`src/rtl/pc_fetch_ctrl.sv`:
```
// Program-counter / fetch-control unit: sequential, relative branch, absolute jump,
// and call/return through an internal return-address stack, with imem back-pressure stall.
module pc_fetch_ctrl #(
    parameter int unsigned PC_W      = 8,
    parameter int unsigned OFF_W     = 4,
    parameter int unsigned RAS_DEPTH = 4,
    parameter int unsigned RESET_PC  = 0
) (
    input  logic             CLK,
    input  logic             Init_n,
    input  logic             Halt,
    input  logic             IMemReady,
    input  logic             Beq,
    input  logic             ALUZero,
    input  logic [OFF_W-1:0] TargetRelative,
    input  logic             Jump,
    input  logic             Call,
    input  logic             Ret,
    input  logic [PC_W-1:0]  TargetAbsolute,
    output logic [PC_W-1:0]  PC,
    output logic             FetchValid,
    output logic             RasEmpty,
    output logic             RasFull,
    output logic             RasErr
);

    localparam int unsigned CNT_W = $clog2(RAS_DEPTH + 1);
    localparam int unsigned IDX_W = (RAS_DEPTH > 1) ? $clog2(RAS_DEPTH) : 1;

    logic [PC_W-1:0]  pc_q, pc_d;
    logic             fetch_valid_q, fetch_valid_d;
    logic             ras_err_q, ras_err_d;
    logic [CNT_W-1:0] cnt_q, cnt_d;
    logic [PC_W-1:0]  ras_q [RAS_DEPTH];

    logic [PC_W-1:0]  pc_inc;
    logic [PC_W-1:0]  off_ext;
    logic [IDX_W-1:0] top_idx;
    logic [IDX_W-1:0] push_idx;
    logic             push_en;
    logic             ras_empty_c;
    logic             ras_full_c;

    // Address arithmetic wraps naturally at PC_W bits.
    always_comb begin
        pc_inc      = pc_q + PC_W'(1);
        off_ext     = PC_W'($signed(TargetRelative));
        top_idx     = IDX_W'(cnt_q - CNT_W'(1));
        push_idx    = IDX_W'(cnt_q);
        ras_empty_c = (cnt_q == CNT_W'(0));
        ras_full_c  = (cnt_q == CNT_W'(RAS_DEPTH));
    end

    // Next-state selection in fixed priority order: stall, Ret, Call, Jump, branch, sequential.
    always_comb begin
        pc_d          = pc_q;
        cnt_d         = cnt_q;
        ras_err_d     = ras_err_q;
        fetch_valid_d = 1'b0;
        push_en       = 1'b0;
        if (!Halt && IMemReady) begin
            fetch_valid_d = 1'b1;
            if (Ret) begin
                if (ras_empty_c) begin
                    pc_d      = pc_inc;
                    ras_err_d = 1'b1;
                end else begin
                    pc_d  = ras_q[top_idx];
                    cnt_d = cnt_q - CNT_W'(1);
                end
            end else if (Call) begin
                if (ras_full_c) begin
                    ras_err_d = 1'b1;
                end else begin
                    push_en = 1'b1;
                    cnt_d   = cnt_q + CNT_W'(1);
                end
                pc_d = TargetAbsolute;
            end else if (Jump) begin
                pc_d = TargetAbsolute;
            end else if (Beq && ALUZero) begin
                pc_d = pc_q + off_ext;
            end else begin
                pc_d = pc_inc;
            end
        end
    end

    always_ff @(posedge CLK) begin
        if (!Init_n) begin
            pc_q          <= PC_W'(RESET_PC);
            fetch_valid_q <= 1'b0;
            ras_err_q     <= 1'b0;
            cnt_q         <= CNT_W'(0);
        end else begin
            pc_q          <= pc_d;
            fetch_valid_q <= fetch_valid_d;
            ras_err_q     <= ras_err_d;
            cnt_q         <= cnt_d;
        end
    end

    // Stack entries carry no reset; only entries below the count are meaningful.
    always_ff @(posedge CLK) begin
        if (Init_n && push_en) begin
            ras_q[push_idx] <= pc_inc;
        end
    end

    assign PC         = pc_q;
    assign FetchValid = fetch_valid_q;
    assign RasErr     = ras_err_q;
    assign RasEmpty   = ras_empty_c;
    assign RasFull    = ras_full_c;

endmodule

```
`config.mk`:
```
export PLATFORM = sky130hd
export DESIGN_NAME = pc_fetch_ctrl
export DESIGN_NICKNAME = d
export VERILOG_FILES = /design/src/rtl/pc_fetch_ctrl.sv
export SDC_FILE = /design/constraint.sdc
export NUM_CORES = 1
export LEC_CHECK = 0
export BUFFER_PORTS_ARGS = -buffer_cell sky130_fd_sc_hd__buf_4
export CORE_ASPECT_RATIO = 0.9
export CORE_MARGIN = 4
export CORE_UTILIZATION = 30
export CTS_BUF_LIST = sky130_fd_sc_hd__clkbuf_4 sky130_fd_sc_hd__clkbuf_8
export CTS_CLUSTER_SIZE = 20
export DETAILED_ROUTE_END_ITERATION = 8
export GPL_TIMING_DRIVEN = 0
export MAX_ROUTING_LAYER = met4
export SYNTH_ARGS = -nofsm -noshare
export SYNTH_HDL_FRONTEND = slang
export SYNTH_SLANG_ARGS = --single-unit
export TNS_END_PERCENT = 100
```
`constraint.sdc`:
```
create_clock -name CLK -period 2.1 [get_ports CLK]
set_input_delay 0.63 -clock CLK [delete_from_list [all_inputs] [get_ports CLK]]
set_output_delay 0.63 -clock CLK [all_outputs]
set_load 0.005 [all_outputs]
```
==> results of run 1 <==
power breakdown:
group	switching [W]	internal (W)	leakage, nW
clock	0.000309	0.000387	0.0574
sequential	0.0000247	0.000973	0.393
combinational	0.000199	0.000190	0.746
total	0.000532	0.00155	1.20
state kept, by name, indices dropped and copies added, names as in the netlist:
signal      count
RasErr          1
cnt_q           3
FetchValid      1
ras_q          32
PC              8
cells by family after synthesis:
logic type | after synthesis | share of synthesized area, %
DFF | 45 | 48.5
xor gates and xnor gates | 10 | 3.48
adders and majority gates | 14 | 7.25
and+or+nand+nor | 61 | 12.2
AOI/OAI and AO/OA | 60 | 16.0
buffers and inverters | 21 | 4.22
muxes | 11 | 8.40
cell type report:
| type | count | area share [%] |
|---|---|---|
| clock inverters | 2 | 1.18 |
| well taps | 99 | 3.91 |
| plain buffers | 10 | 2.68 |
| inverters | 11 | 1.58 |
| flip-flops and latches | 45 | 38.8 |
| clock buffers | 6 | 2.61 |
| multi-input cells | 156 | 40.3 |
| repair buffers | 37 | 8.88 |
tightest hold or removal path: stages (launching register included):
cell,delay (ps)
dfxtp_1,340
a31oi_1,40
nor2b_1,110
through the flow:
stage / setup slack [ps] / cells / area, um2
after global placement: -459 / 352 / 2880
after global routing: -6.11 / 366 / 3170
after CTS: -72.4 / 362 / 3060
after detailed placement: -472 / 352 / 2880
after floorplan: -87.1 / 222 / 2520
final: 18.9 / 366 / 3170
routing by layer:
layer / vias to the layer above / wire length (um)
met5: - / 0
met4: 0 / 4
met3: 2 / 402
met2: 73 / 2660
met1: 931 / 3130
li1: 931 / -
cell usage in the layout, fill, tap and decap left out, types with 4 or more instances in the layout:
cell,count
dfxtp_1,8
xor2_1,6
nand2_1,19
buf_6,4
inv_1,8
dfxtp_2,4
ha_1,10
o211ai_1,5
nor2_1,10
a31oi_1,5
mux4_2,8
o21ai_0,12
and2_1,4
buf_4,36
a21oi_1,11
clkbuf_8,8
edfxtp_1,32
how the worst max path moves through the flow:
stage / startpoint / end / cells after the start
after global routing: cnt_q[0]$_SDFFE_PN0P_ / RasFull / 7
after CTS: cnt_q[0]$_SDFFE_PN0P_ / RasEmpty / 7
after detailed placement: Halt / ras_q[0][0]$_DFFE_PP_ / 5
after global placement: Halt / ras_q[3][0]$_DFFE_PP_ / 5
after floorplan: TargetRelative[0] / PC[4]$_SDFFE_PN0P_ / 8
final: TargetRelative[2] / PC[7]$_SDFFE_PN0P_ / 7
repair_timing:
item	4_1_cts	5_1_grt
pin swaps	2	4
setup endpoints to repair	40	4
gates resized for setup	13	17
buffers inserted	2	4
==> impl_metrics.py, run 1 <==
metrics = {
    "sta": {
        "final_hold_viol_count": 0,
        "finClkSkew_ps": 8.35,
        "tightestPinTransition_ps": 580,
        "min_period_ps": 2080,
        "max-slew-margin-rel_pct": 61.3,
        "setup_viol": 0,
        "timing.hold.ws_ps": 530,
        "clock.fmax_mhz": 481,
        "rsz0062_at_grt": "yes",
        "period_share_pct": 99.1,
        "tns_ps": 0,
        "slew_violations": 0,
    },
    "final_layout": {
        "fin_util_pct": 39.1,
        "final_nets": 301,
        "antenna_cells": 0,
        "area_growth_pct": 25.8,
        "nFillCells": 777,
        "seq_area_um2": 1230,
        "multi_input_area_um2": 1280,
        "drive_gt1_share_pct": 32.6,
    },
    "placed_design": {
        "numPortBuffers": 31,
        "gp_congestion": 0.850,
        "dp_hpwl_um": 4700,
    },
    "clocking": {
        "cts.htree.levels": 2,
        "numCtsBuffers": 5,
        "numClockSinks": 45,
        "cts_tree": "yes",
        "clockRootBuffer": "clkbuf_8",
        "clkTransAtPathRegs_ps": 90,
        "cts_buffer_depth": 2,
        "clk_latency_ps": 300,
        "hold_buffers": 0,
    },
    "critical_path": {
        "rrSetupSlack_ps": 60,
        "cp.required_ps": 2340,
        "cp_slowest_cell": "or4_1",
        "crit_family": "simple AND/OR/NAND/NOR gates",
        "critPathMaxFanout": 4,
        "timing.rr.end": "PC[7]$_SDFFE_PN0P_",
        "r2r-start": "PC[4]$_SDFFE_PN0P_",
        "cp_num_buf_inv": 1,
        "cp_cell_sequence": "buf_4 -> ha_1 -> o21ai_1 -> nor4b_2 -> or4_1 -> a31o_1 -> a21oi_1",
        "critPathArrivalTime_ps": 2320,
        "worstRegToRegCells": 6,
        "critPathKind": "in -> reg",
        "cpPeakStageDelay_ps": 520,
        "start_kind": "input pin",
        "cp-end-kind": "register",
    },
    "logic_synthesis": {
        "ys_ff_latch": 45,
        "yosys.area.top_type": "edfxtp_1",
        "synth_edf_count": 32,
        "ys_top_cells_by_count": "32 x edfxtp_1, 20 x nand2_1, 13 x dfxtp_1, 13 x ha_1, 13 x o21ai_0",
        "synth_most_common_cell": "edfxtp_1",
        "ys_types": 59,
        "avgSynthCellArea_um2": 11.3,
        "post_synth_inst_count": 222,
        "syn_nets": 257,
        "yosysWarningCount": 0,
        "yosysTopAreaCellShare_pct": 38.2,
        "synth-seq-area-share_pct": 48.5,
        "ys.flop_type": "edfxtp_1",
        "async_reset_ff_share_pct": 0,
        "netlist_area_um2": 2520,
        "synthTopCellsByArea": "edfxtp_1 38%, dfxtp_1 10%, mux4_2 7.2%",
    },
    "route": {
        "drc": 0,
        "dr.pass1.iters": 4,
        "drt_wl_total_um": 6200,
        "drt_iter0_drc": 135,
        "wire_per_inst_um": 16.9,
        "vias": 1937,
        "vias_per_cell": 5.29,
        "ant_nets": 0,
    },
    "grt": {
        "met2_usage_pct": 18.9,
        "grt_pass1_vias": 1840,
        "grt-ovfl-total": 0,
        "grt_max_degree": 15,
        "antenna_found_initial": 0,
        "busiest_layer": "met1",
        "use_met3_pct": 2.60,
        "grt_use_total_pct": 13.0,
        "grtUsageMet1_pct": 19.2,
        "grt_first_pass_wirelength_um": 9870,
    },
    "status": {
        "outcome": "finished, final reports clean",
    },
    "floorplanning": {
        "rows": 31,
        "io_pins": 33,
        "initial_core_util_pct": 31.1,
        "die_w_um": 105,
        "coreArea_um2": 8110,
        "die_area_um2": 9930,
        "chipHeight_um": 94.9,
    },
    "power_and_ir_drop": {
        "powerDensity_nw_per_um2": 657,
        "ir_worst_vdd_mv": 0.306,
        "leakagePower_nw": 1.20,
        "finalPower_w": 0.00208,
    },
    "min_path": {
        "holdPathEnd": "RasErr$_SDFFE_PN0P_",
        "holdCritStartpoint": "RasErr$_SDFFE_PN0P_",
        "hold_depth": 2,
        "hp-class": "reg -> reg",
    },
    "run": {
        "cap_viol_max_count": 0,
    },
}
Note: power is estimated with default switching activity, not from simulation.
==> run 2: changes to the inputs <==
Settings changed: CTS_BUF_LIST sky130_fd_sc_hd__clkbuf_4 sky130_fd_sc_hd__clkbuf_8 to sky130_fd_sc_hd__clkbuf_16.
==> impl_metrics.py, run 2 (synthesized netlist as in run 1, its figures left out) <==
metrics = {
    "final_layout": {
        "final_common_cell": "buf_4",
        "final_nets": 299,
        "top_register": "ras_q",
        "drive_gt1_share_pct": 31.3,
        "antenna_cells": 0,
        "nFillCells": 787,
        "mostFrequentLayoutCells": "36 x buf_4, 32 x edfxtp_1, 20 x nand2_1",
        "area_growth_pct": 26.3,
        "largest_reg_flops": 32,
    },
    "sta": {
        "slew_violations": 0,
        "tightestPinTransition_ps": 555,
        "final_hold_viol_count": 0,
        "clock.fmax_mhz": 486,
        "timing.hold.ws_ps": 526,
        "max-slew-margin-rel_pct": 63.0,
        "finClkSkew_ps": 6.59,
        "min_period_ps": 2060,
        "period_share_pct": 97.9,
        "rsz0062_at_grt": "no",
        "setup_viol": 0,
    },
    "grt": {
        "grt_pass1_vias": 1851,
        "grt_use_total_pct": 13.0,
        "grt-ovfl-total": 0,
        "grt_max_degree": 15,
        "antenna_found_initial": 0,
        "grt_first_pass_wirelength_um": 9850,
    },
    "route": {
        "vias_per_cell": 5.28,
        "dr.pass1.iters": 4,
        "drc": 0,
        "drt_iter0_drc": 100,
        "ant_nets": 0,
        "drt_wl_total_um": 6150,
        "wire_per_inst_um": 16.9,
        "vias": 1922,
    },
    "critical_path": {
        "endpoint": "ras_q[3][4]$_DFFE_PP_",
        "r2r-start": "PC[4]$_SDFFE_PN0P_",
        "worstRegToRegCells": 6,
        "timing.rr.end": "PC[7]$_SDFFE_PN0P_",
        "crit_family": "simple AND/OR/NAND/NOR gates",
        "rrSetupSlack_ps": 60,
        "critPathArrivalTime_ps": 1980,
        "cp_slowest_cell": "and2_1",
        "cp_cell_sequence": "buf_4 -> nor2b_2 -> nand2_1 -> nor2_1 -> and2_1",
        "critPathMaxFanout": 8,
        "cp-end-kind": "register",
        "cpPeakStageDelay_ps": 440,
        "critPathKind": "in -> reg",
        "cp_num_buf_inv": 1,
        "cp.required_ps": 2020,
        "crit_start": "Halt",
        "start_kind": "input pin",
        "path_depth": 5,
    },
    "min_path": {
        "hp-class": "reg -> reg",
    },
    "clocking": {
        "numCtsBuffers": 5,
        "clockRootBuffer": "clkbuf_16",
        "hold_buffers": 0,
        "clk_latency_ps": 280,
        "clkTransAtPathRegs_ps": 60,
        "numClockSinks": 45,
        "cts_tree": "yes",
        "cts_buffer_depth": 2,
        "cts.htree.levels": 2,
    },
    "power_and_ir_drop": {
        "ir_worst_vdd_mv": 0.454,
        "powerDensity_nw_per_um2": 694,
        "leakagePower_nw": 1.20,
        "finalPower_w": 0.00221,
    },
    "floorplanning": {
        "die_area_um2": 9930,
        "rows": 31,
        "die_w_um": 105,
        "chipHeight_um": 94.9,
        "io_pins": 33,
        "initial_core_util_pct": 31.1,
        "coreArea_um2": 8110,
    },
    "placed_design": {
        "dp_hpwl_um": 4700,
        "gp_congestion": 0.850,
        "numPortBuffers": 31,
    },
    "run": {
        "cap_viol_max_count": 0,
    },
    "status": {
        "outcome": "finished, final reports clean",
    },
}
run 2: cell count changes in the layout (fill, tap and decap cells not counted), sizes merged:
cell,previous run,this run
clkinv,0,1
bufinv,1,0
buf,40,39
clkbuf,13,12
run 2: metrics by stage:
step | utilization, % | cells | worst slack [ps] | setup TNS, ps | area, um2
2_1_floorplan | - | 222 | -87.1 | -111 | 2520
3_3_place_gp | 35.5 | 352 | -459 | -15090 | 2880
3_5_place_dp | 35.5 | 352 | -472 | -15720 | 2880
4_1_cts | 38.0 | 362 | -84.1 | -106 | 3080
5_1_grt | 39.2 | 364 | 2.20 | 0 | 3180
6_report | 39.2 | 364 | 43.6 | 0 | 3180
run 2: what timing repair did:
action | in CTS | in global routing
gates cloned | 0 | 0
resized for setup | 10 | 15
pin swaps | 1 | 4
endpoints found under the setup margin | 40 | 4
setup buffers | 2 | 3
run 2: metal layers:
metal  up-vias  global-route usage, %  part of all wire (%)
met5         -                      -                     0
met4         0                   1.97                  0.28
met3         2                   2.60                   6.0
met2        61                   18.7                    42
met1       927                   19.4                    51
li1        932                      -                     -
run 2: worst reg2reg max path, cell delays in order, from the launching register on:
cell and delay [ps]:
dfxtp_1 510, ha_1 350, a21oi_1 160, o21ai_0 150, or4_1 500, a31o_1 190, a21oi_1 120
run 2: how the worst min path moves through the flow:
stage                        start             endpoint  slack (ps)  depth (start not counted)
6_report       RasErr$_SDFFE_PN0P_  RasErr$_SDFFE_PN0P_         530                          2
5_1_grt         PC[1]$_SDFFE_PN0P_   PC[1]$_SDFFE_PN0P_         580                          2
4_1_cts        RasErr$_SDFFE_PN0P_  RasErr$_SDFFE_PN0P_         530                          2
3_5_place_dp   RasErr$_SDFFE_PN0P_  RasErr$_SDFFE_PN0P_         510                          2
3_3_place_gp   RasErr$_SDFFE_PN0P_  RasErr$_SDFFE_PN0P_         490                          2
2_1_floorplan  RasErr$_SDFFE_PN0P_  RasErr$_SDFFE_PN0P_         480                          2
run 2: area by class of cell:
| class | instances | area (um2) | area share (%) |
|---|---|---|---|
| Sequential cell | 45 | 1230 | 38.6 |
| Buffer | 9 | 71.3 | 2.24 |
| Tap cell | 99 | 124 | 3.89 |
| Timing Repair Buffer | 36 | 270 | 8.50 |
| Inverter | 11 | 45.0 | 1.42 |
| Multi-Input combinational cell | 156 | 1280 | 40.2 |
| Clock buffer | 6 | 150 | 4.72 |
| Clock inverter | 2 | 11.3 | 0.354 |
run 2: report_power, final:
part           switching, W  internal [W]  total [W]
clock network      0.000320      0.000509   0.000829
registers         0.0000270      0.000974    0.00100
logic              0.000193      0.000186   0.000379
total              0.000540       0.00167    0.00221
